==> src/rtl/bist_pkg.sv <==
// bist_pkg: shared definitions for the March C- BIST controller.
// Holds the FSM state encoding, the element index constants M0..M5,
// the per-element direction/op-count/background table and the background patterns.
package bist_pkg;

    typedef enum logic [1:0] {
        ST_IDLE = 2'd0,
        ST_RUN  = 2'd1,
        ST_TAIL = 2'd2,
        ST_DONE = 2'd3
    } bistState_e;

    localparam logic [2:0] M0 = 3'd0;
    localparam logic [2:0] M1 = 3'd1;
    localparam logic [2:0] M2 = 3'd2;
    localparam logic [2:0] M3 = 3'd3;
    localparam logic [2:0] M4 = 3'd4;
    localparam logic [2:0] M5 = 3'd5;

    // Background patterns. Users slice the low DATA_SIZE bits, so any word
    // width up to BG_MAX_WIDTH gets an all-0 / all-1 pattern of its own width.
    localparam int BG_MAX_WIDTH = 64;
    localparam logic [BG_MAX_WIDTH-1:0] BG0 = '0;
    localparam logic [BG_MAX_WIDTH-1:0] BG1 = '1;

    // One March element:
    //   down      : address order is N-1..0 instead of 0..N-1
    //   twoOp     : element is (read, write) per address instead of a single op
    //   firstRead : first (or only) op is a read
    //   readBg    : background expected by the read (0 = BG0, 1 = BG1)
    //   writeBg   : background written by the write
    typedef struct packed {
        logic down;
        logic twoOp;
        logic firstRead;
        logic readBg;
        logic writeBg;
    } elemCfg_t;

    // March C-: up(w0); up(r0,w1); up(r1,w0); down(r0,w1); down(r1,w0); up(r0)
    function automatic elemCfg_t getElemCfg(input logic [2:0] elem);
        elemCfg_t cfg;
        cfg = '0;
        case (elem)
            M0: cfg = '{down: 1'b0, twoOp: 1'b0, firstRead: 1'b0, readBg: 1'b0, writeBg: 1'b0};
            M1: cfg = '{down: 1'b0, twoOp: 1'b1, firstRead: 1'b1, readBg: 1'b0, writeBg: 1'b1};
            M2: cfg = '{down: 1'b0, twoOp: 1'b1, firstRead: 1'b1, readBg: 1'b1, writeBg: 1'b0};
            M3: cfg = '{down: 1'b1, twoOp: 1'b1, firstRead: 1'b1, readBg: 1'b0, writeBg: 1'b1};
            M4: cfg = '{down: 1'b1, twoOp: 1'b1, firstRead: 1'b1, readBg: 1'b1, writeBg: 1'b0};
            M5: cfg = '{down: 1'b0, twoOp: 1'b0, firstRead: 1'b1, readBg: 1'b0, writeBg: 1'b0};
            default: cfg = '0;
        endcase
        return cfg;
    endfunction

endpackage

==> src/rtl/bist_addr_gen.sv <==
// bist_addr_gen: loadable up/down address counter for the March sequencer.
// load_i reloads to 0 or N-1 (loadHigh_i); step_i moves one address in the
// direction given by down_i; term_o flags the last address of that direction.
module bist_addr_gen #(
    parameter int ADR_SIZE = 4
) (
    input  logic                clk,
    input  logic                rst_n,
    input  logic                load_i,
    input  logic                loadHigh_i,
    input  logic                step_i,
    input  logic                down_i,
    output logic [ADR_SIZE-1:0] addr_o,
    output logic                term_o
);

    localparam logic [ADR_SIZE-1:0] ADDR_MAX = '1;
    localparam logic [ADR_SIZE-1:0] ADDR_ONE = {{(ADR_SIZE-1){1'b0}}, 1'b1};

    logic [ADR_SIZE-1:0] addr_q;
    logic [ADR_SIZE-1:0] addr_d;

    // Reload has priority over stepping so an element change never leaks a wrap.
    always_comb begin
        addr_d = addr_q;
        if (load_i) begin
            addr_d = loadHigh_i ? ADDR_MAX : '0;
        end else if (step_i) begin
            addr_d = down_i ? (addr_q - ADDR_ONE) : (addr_q + ADDR_ONE);
        end
    end

    // Address register.
    always_ff @(posedge clk or negedge rst_n) begin
        if (!rst_n) begin
            addr_q <= '0;
        end else begin
            addr_q <= addr_d;
        end
    end

    assign addr_o = addr_q;
    assign term_o = down_i ? (addr_q == '0) : (addr_q == ADDR_MAX);

endmodule

==> src/rtl/bist_march_ctrl.sv <==
// bist_march_ctrl: March C- BIST sequencer for a 2**ADR_SIZE x DATA_SIZE RAM.
// Issues one registered RAM op per cycle, compares each read one cycle later
// and keeps a sticky status flag. Optional first-fail capture is enabled by
// defining BIST_FAIL_LOG_EN (adds fail_addr / fail_elem outputs).
module bist_march_ctrl
    import bist_pkg::*;
#(
    parameter int ADR_SIZE  = 4,
    parameter int DATA_SIZE = 8
) (
    input  logic                 clk,
    input  logic                 rst,
    input  logic                 start,
    output logic                 mem_re,
    output logic                 mem_we,
    output logic [ADR_SIZE-1:0]  mem_addr,
    output logic [DATA_SIZE-1:0] mem_wdata,
    input  logic [DATA_SIZE-1:0] mem_rdata,
    output logic                 status,
    output logic                 done
`ifdef BIST_FAIL_LOG_EN
    ,
    output logic [ADR_SIZE-1:0]  fail_addr,
    output logic [2:0]           fail_elem
`endif
);

    localparam logic [DATA_SIZE-1:0] BG_ZERO = BG0[DATA_SIZE-1:0];
    localparam logic [DATA_SIZE-1:0] BG_ONE  = BG1[DATA_SIZE-1:0];

    bistState_e state_q, state_d;
    logic [2:0]           elem_q, elem_d;
    logic                 phase_q, phase_d;
    logic                 seqDone_q, seqDone_d;
    logic                 memRe_q, memRe_d;
    logic                 memWe_q, memWe_d;
    logic [ADR_SIZE-1:0]  memAddr_q, memAddr_d;
    logic [DATA_SIZE-1:0] memWdata_q, memWdata_d;
    logic                 opBg_q, opBg_d;
    logic                 cmpValid_q;
    logic                 cmpBg_q;
    logic                 status_q, status_d;

    elemCfg_t             cfgCur;
    logic                 nextDown;
    logic                 opIsRead;
    logic                 issue;
    logic                 startAccept;
    logic                 mismatch;
    logic                 agLoad, agLoadHigh, agStep, agTerm;
    logic [ADR_SIZE-1:0]  agAddr;

    assign cfgCur      = getElemCfg(elem_q);
    assign nextDown    = getElemCfg(elem_q + 3'd1).down;
    assign opIsRead    = cfgCur.twoOp ? ~phase_q : cfgCur.firstRead;
    assign issue       = (state_q == ST_RUN) && !seqDone_q;
    assign startAccept = start && ((state_q == ST_IDLE) || (state_q == ST_DONE));
    assign mismatch    = cmpValid_q && (mem_rdata != (cmpBg_q ? BG_ONE : BG_ZERO));

    bist_addr_gen #(
        .ADR_SIZE (ADR_SIZE)
    ) u_addr_gen (
        .clk        (clk),
        .rst_n      (rst),
        .load_i     (agLoad),
        .loadHigh_i (agLoadHigh),
        .step_i     (agStep),
        .down_i     (cfgCur.down),
        .addr_o     (agAddr),
        .term_o     (agTerm)
    );

    // Next-state logic: FSM, element/phase sequencing and the registered RAM op.
    always_comb begin
        state_d    = state_q;
        elem_d     = elem_q;
        phase_d    = phase_q;
        seqDone_d  = seqDone_q;
        memRe_d    = 1'b0;
        memWe_d    = 1'b0;
        memAddr_d  = memAddr_q;
        memWdata_d = memWdata_q;
        opBg_d     = opBg_q;
        status_d   = status_q | mismatch;
        agLoad     = 1'b0;
        agLoadHigh = 1'b0;
        agStep     = 1'b0;

        case (state_q)
            ST_IDLE, ST_DONE: begin
                if (start) begin
                    state_d   = ST_RUN;
                    elem_d    = M0;
                    phase_d   = 1'b0;
                    seqDone_d = 1'b0;
                    status_d  = 1'b0;
                    agLoad    = 1'b1;
                end
            end
            ST_RUN: begin
                if (seqDone_q) begin
                    state_d = ST_TAIL;
                end else begin
                    memRe_d   = opIsRead;
                    memWe_d   = ~opIsRead;
                    memAddr_d = agAddr;
                    opBg_d    = cfgCur.readBg;
                    if (!opIsRead) begin
                        memWdata_d = cfgCur.writeBg ? BG_ONE : BG_ZERO;
                    end
                    if (cfgCur.twoOp && !phase_q) begin
                        phase_d = 1'b1;
                    end else begin
                        phase_d = 1'b0;
                        if (agTerm) begin
                            if (elem_q == M5) begin
                                seqDone_d = 1'b1;
                            end else begin
                                elem_d     = elem_q + 3'd1;
                                agLoad     = 1'b1;
                                agLoadHigh = nextDown;
                            end
                        end else begin
                            agStep = 1'b1;
                        end
                    end
                end
            end
            ST_TAIL: begin
                state_d = ST_DONE;
            end
            default: begin
                state_d = ST_IDLE;
            end
        endcase
    end

    // State, RAM-port and read-compare pipeline registers.
    always_ff @(posedge clk or negedge rst) begin
        if (!rst) begin
            state_q    <= ST_IDLE;
            elem_q     <= M0;
            phase_q    <= 1'b0;
            seqDone_q  <= 1'b0;
            memRe_q    <= 1'b0;
            memWe_q    <= 1'b0;
            memAddr_q  <= '0;
            memWdata_q <= '0;
            opBg_q     <= 1'b0;
            cmpValid_q <= 1'b0;
            cmpBg_q    <= 1'b0;
            status_q   <= 1'b0;
        end else begin
            state_q    <= state_d;
            elem_q     <= elem_d;
            phase_q    <= phase_d;
            seqDone_q  <= seqDone_d;
            memRe_q    <= memRe_d;
            memWe_q    <= memWe_d;
            memAddr_q  <= memAddr_d;
            memWdata_q <= memWdata_d;
            opBg_q     <= opBg_d;
            cmpValid_q <= memRe_q;
            cmpBg_q    <= opBg_q;
            status_q   <= status_d;
        end
    end

`ifdef BIST_FAIL_LOG_EN
    logic [2:0]          opElem_q, cmpElem_q, failElem_q;
    logic [ADR_SIZE-1:0] cmpAddr_q, failAddr_q;

    // Carry element/address alongside each read and latch the first miscompare only.
    always_ff @(posedge clk or negedge rst) begin
        if (!rst) begin
            opElem_q   <= M0;
            cmpElem_q  <= M0;
            cmpAddr_q  <= '0;
            failElem_q <= M0;
            failAddr_q <= '0;
        end else begin
            if (issue) begin
                opElem_q <= elem_q;
            end
            cmpElem_q <= opElem_q;
            cmpAddr_q <= memAddr_q;
            if (startAccept) begin
                failElem_q <= M0;
                failAddr_q <= '0;
            end else if (mismatch && !status_q) begin
                failElem_q <= cmpElem_q;
                failAddr_q <= cmpAddr_q;
            end
        end
    end

    assign fail_addr = failAddr_q;
    assign fail_elem = failElem_q;
`else
    logic unusedSeq;
    assign unusedSeq = issue ^ startAccept;
`endif

    assign mem_re    = memRe_q;
    assign mem_we    = memWe_q;
    assign mem_addr  = memAddr_q;
    assign mem_wdata = memWdata_q;
    assign status    = status_q;
    assign done      = (state_q == ST_DONE);

endmodule

==> config.mk <==
export PLATFORM = sky130hd
export DESIGN_NAME = bist_march_ctrl
export DESIGN_NICKNAME = d
export VERILOG_FILES = /design/src/rtl/bist_pkg.sv /design/src/rtl/bist_addr_gen.sv /design/src/rtl/bist_march_ctrl.sv
export SDC_FILE = /design/constraint.sdc
export NUM_CORES = 1
export LEC_CHECK = 0
export CAP_MARGIN = 20
export CORE_MARGIN = 5
export CORE_UTILIZATION = 30
export DETAILED_ROUTE_END_ITERATION = 12
export HOLD_SLACK_MARGIN = 0.12
export PLACE_DENSITY = 0.5
export SLEW_MARGIN = 0
export SYNTH_ARGS = -nofsm -noshare
export SYNTH_HDL_FRONTEND = slang
export SYNTH_SLANG_ARGS = --single-unit
==> constraint.sdc <==
create_clock -name clk -period 2.3 [get_ports clk]
set_input_delay 0.345 -clock clk [delete_from_list [all_inputs] [get_ports clk]]
set_output_delay 0.345 -clock clk [all_outputs]
set_load 0.01 [all_outputs]
==> results of run 1 <==
==> synthesized netlist by cell type, drive strengths merged (2+ instances only) <==
| cell | count |
|---|---|
| dfrtp | 22 |
| nand2 | 18 |
| nor2 | 14 |
| ha | 12 |
| inv | 12 |
| a21oi | 11 |
| buf | 10 |
| o21ai | 6 |
| mux2i | 4 |
| nor3 | 4 |
| nand2b | 3 |
| nor2b | 3 |
| a31oi | 2 |
| clkbuf | 2 |
| nand3 | 2 |
| nor3b | 2 |
| nor4 | 2 |
| nor4b | 2 |
| o21a | 2 |
| o22a | 2 |
| o31ai | 2 |
==> flip-flops by register name, indices dropped and copies added (netlist names) <==
name and flops:
mem_wdata 1, mem_addr 4, cmpValid_q 1, seqDone_q 1, cmpBg_q 1, state_q 2
u_addr_gen.addr_o 4, mem_re 1, mem_we 1, status 1, elem_q 3, opBg_q 1
phase_q 1
==> worst register-to-register path, delay by kind of cell (launching register included) <==
kind | cells | cell delay, ns
adder cells (fa/ha/maj) | 3 | 0.66
AO/OA/AOI/OAI | 4 | 0.59
flip-flops | 1 | 0.40
AND/OR/NAND/NOR | 1 | 0.27
XOR/XNOR | 1 | 0.14
buffers and inverters | 1 | 0.07
==> path summary, 6_finish.rpt <==
kind / from / cells past startpoint / end
setup / recovery: elem_q[0]$_DFFE_PN0P_ / 10 / u_addr_gen.addr_o[3]$_DFFE_PN0P_
hold / removal: mem_re$_DFF_PN0_ / 0 / cmpValid_q$_DFF_PN0_
setup reg to reg: elem_q[0]$_DFFE_PN0P_ / 10 / u_addr_gen.addr_o[3]$_DFFE_PN0P_
hold reg to reg: mem_re$_DFF_PN0_ / 0 / cmpValid_q$_DFF_PN0_
max in group asynchronous: rst / 2 / opBg_q$_DFFE_PN0P_
min in group asynchronous: rst / 2 / u_addr_gen.addr_o[1]$_DFFE_PN0P_
==> logic make-up (layout without fill, tap and decap cells) <==
family          count (synthesis)  after routing  share of synthesized area [%]
flops                          22             22                           37.8
mux                             5              5                           3.78
simple gates                   56             56                           18.9
buf+inv                        24             59                           8.68
fa+ha+maj                      13             13                           11.7
xor+xnor                        2              2                           1.20
compound gates                 35             35                           18.0
==> routing by layer <==
metal	wire (um)	share of wire, %
met1	1710	48
met2	1690	48
met3	111	3.1
met4	31	0.87
met5	0	0
==> cell usage in the layout, fill, tap and decap left out, types with 3 or more instances in the layout <==
cell,count
nand2_1,18
nor2b_1,3
inv_1,11
a21oi_1,9
mux2i_1,3
nor3_1,4
nor2_1,14
nand2b_1,3
clkbuf_8,4
clkdlybuf4s50_1,26
ha_1,10
o21ai_0,6
buf_4,17
dfrtp_1,22
==> layout make-up <==
class	instances	share of cell area (%)
Inverter	12	2.31
Multi-Input combinational cell	111	42.4
Clock buffer	4	2.83
Sequential cell	22	28.3
Tap cell	67	4.31
Timing Repair Buffer	43	19.9
==> through the flow <==
stage / total power, mW / setup WS (ns)
2_1_floorplan: 1.39 / 0.00798
3_3_place_gp: 1.79 / 0.0385
3_5_place_dp: 1.82 / -0.0269
4_1_cts: 2.12 / 0.0154
5_1_grt: 2.33 / -0.0205
6_report: 2.14 / 0.102
==> report_power, final <==
part / switching [mW] / internal, mW / total (mW) / leakage, nW
Clock: 0.135 / 0.153 / 0.288 / 0.0288
Combinational: 0.642 / 0.589 / 1.23 / 0.575
Sequential: 0.109 / 0.517 / 0.626 / 0.283
==> timing repair <==
action | CTS | global route
buffers inserted | 2 | 0
pin swaps | 1 | 3
endpoints found under the setup margin | 1 | 5
hold buffers | 0 | 0
gates resized for setup | 1 | 8
==> results.md, run 1 <==
- Crit. End Element: flop
- Crit-path max FO: 3
- GR peak layer: met2
- Total inserted antenna cells: 0
- Fin crit period: 2.20 ns
- Largest net degree at the start of global routing: 23
- Worst slew pin tran: 0.329 ns
- Syn-to-layout area delta: 33.7%
- CP Class: flop to flop
- Synth Flop Type: dfrtp_1
- Power per cell area: 1100 nW/um^2
- Seq cells post-synth: 22
- Fill cell count: 465
- Syn Nets: 181
- Async SR Flop Fraction: 100%
- Initial Util: 30.8%
- Buf+Inv Stages, Crit Path: 1
- CTS Buffer Depth: 2
- Met2 usage: 20.5%
- CTS clk-pin slew, worst paths: 0.09 ns
- DP Wirelength: 2.75 mm
- Final period utilization: 95.6%
- Mapped Area: 1460 um^2
- Multi-input combinational cell area: 825 um^2
- CTS buffer count: 3
- Sum Neg Setup Slack: 0 ns
- Mean Syn Cell Area: 9.28 um^2
- CTS tree: built
- # DRC: 0
- First-pass GRT wire length: 6.16 mm
- Die Footprint: 6350 um^2
- DP Area: 1830 um^2
- Static leakage: 0.886 nW
- Placed Instances: 253
- All-layer global routing usage: 12.0%
- Drt pass-1 iters: 4
- Cell variety after synth: 45
- RSZ-0062 raised after global routing: true
- Die span in x: 79.7 um
- Worst rel slew slack: 77.8%
- Most frequent CP cell: ha_1
- Clk root buf: clkbuf_8
- Number of max-cap violations: 0
- Input/output buffers: 26
- Top cells by area, synth: dfrtp_1, ha_1, nand2_1
- Max incr delay on CP: 0.40 ns
- # rows: 25
- Yosys top cell area share: 37.8%
- Vias in the first global route: 1267
- Clk_lat worst skew: 0.27 ns
- RePlAce Congestion: 0.812
- CP Cell Sequence: ha_1, ha_2, a21oi_4, inv_2, ha_1, a21o_1, a21oi_2, xnor2_2, nor4b_1, a211o_1
- Reg2Reg Setup Slack: 0.10 ns
- Final wirelength: 3.54 mm
- H-tree depth: 1
- Fin nets: 217
- CP arrival: 2.41 ns
- Via-to-Cell Ratio: 4.74
- Min-delay worst type: flop to flop
- Met1 track demand over resource: 16.3%
- DIE HEIGHT: 79.7 um
- DR WL/cell: 13.7 um
- Vias: 1227
- Status: complete, no violations
- Met3 usage: 0.790%
- Final Cell Area: 1950 um^2
- Number of enable flip-flop cells after synthesis: 0
- Synth warn: 0
- Final hold vios: 0
- Slew Viols, Final: 0
- Post-synthesis instance total: 157
- Critical path startpoint category: flop
- Slowest CP cell: dfrtp_1
- # clock sinks: 22
- Achievable Freq: 0.455 GHz
- Peak supply drop: 0.316 mV
- Final setup vio count: 0
- Core area: 4720 um^2
- Register area: 551 um^2
- Fin cells: 259
- Hold WS: 0.382 ns
- Worst path top cell family by delay: adder cells
- Io pins: 27
- Yosys top cell by area: dfrtp_1
- Register area share after synthesis: 37.8%
- Global route overflow: 0
- Final ANT Viol Nets: 0
- Fin Clk Skew: 0.00626 ns
- Number of DRC markers in iteration 0: 57
- Share of cells above drive strength 1: 18.8%
- Initial antenna violation count: 0
- Worst EP required: 2.51 ns
- Final Util: 41.2%
Note: power is estimated with default switching activity, not from simulation.
==> run 2, diff against run 1 <==
Settings changed: SKIP_LAST_GASP set to 1.
==> results of run 2 <==
Same layout as run 1: the final DEF is identical, and so are final timing and power.
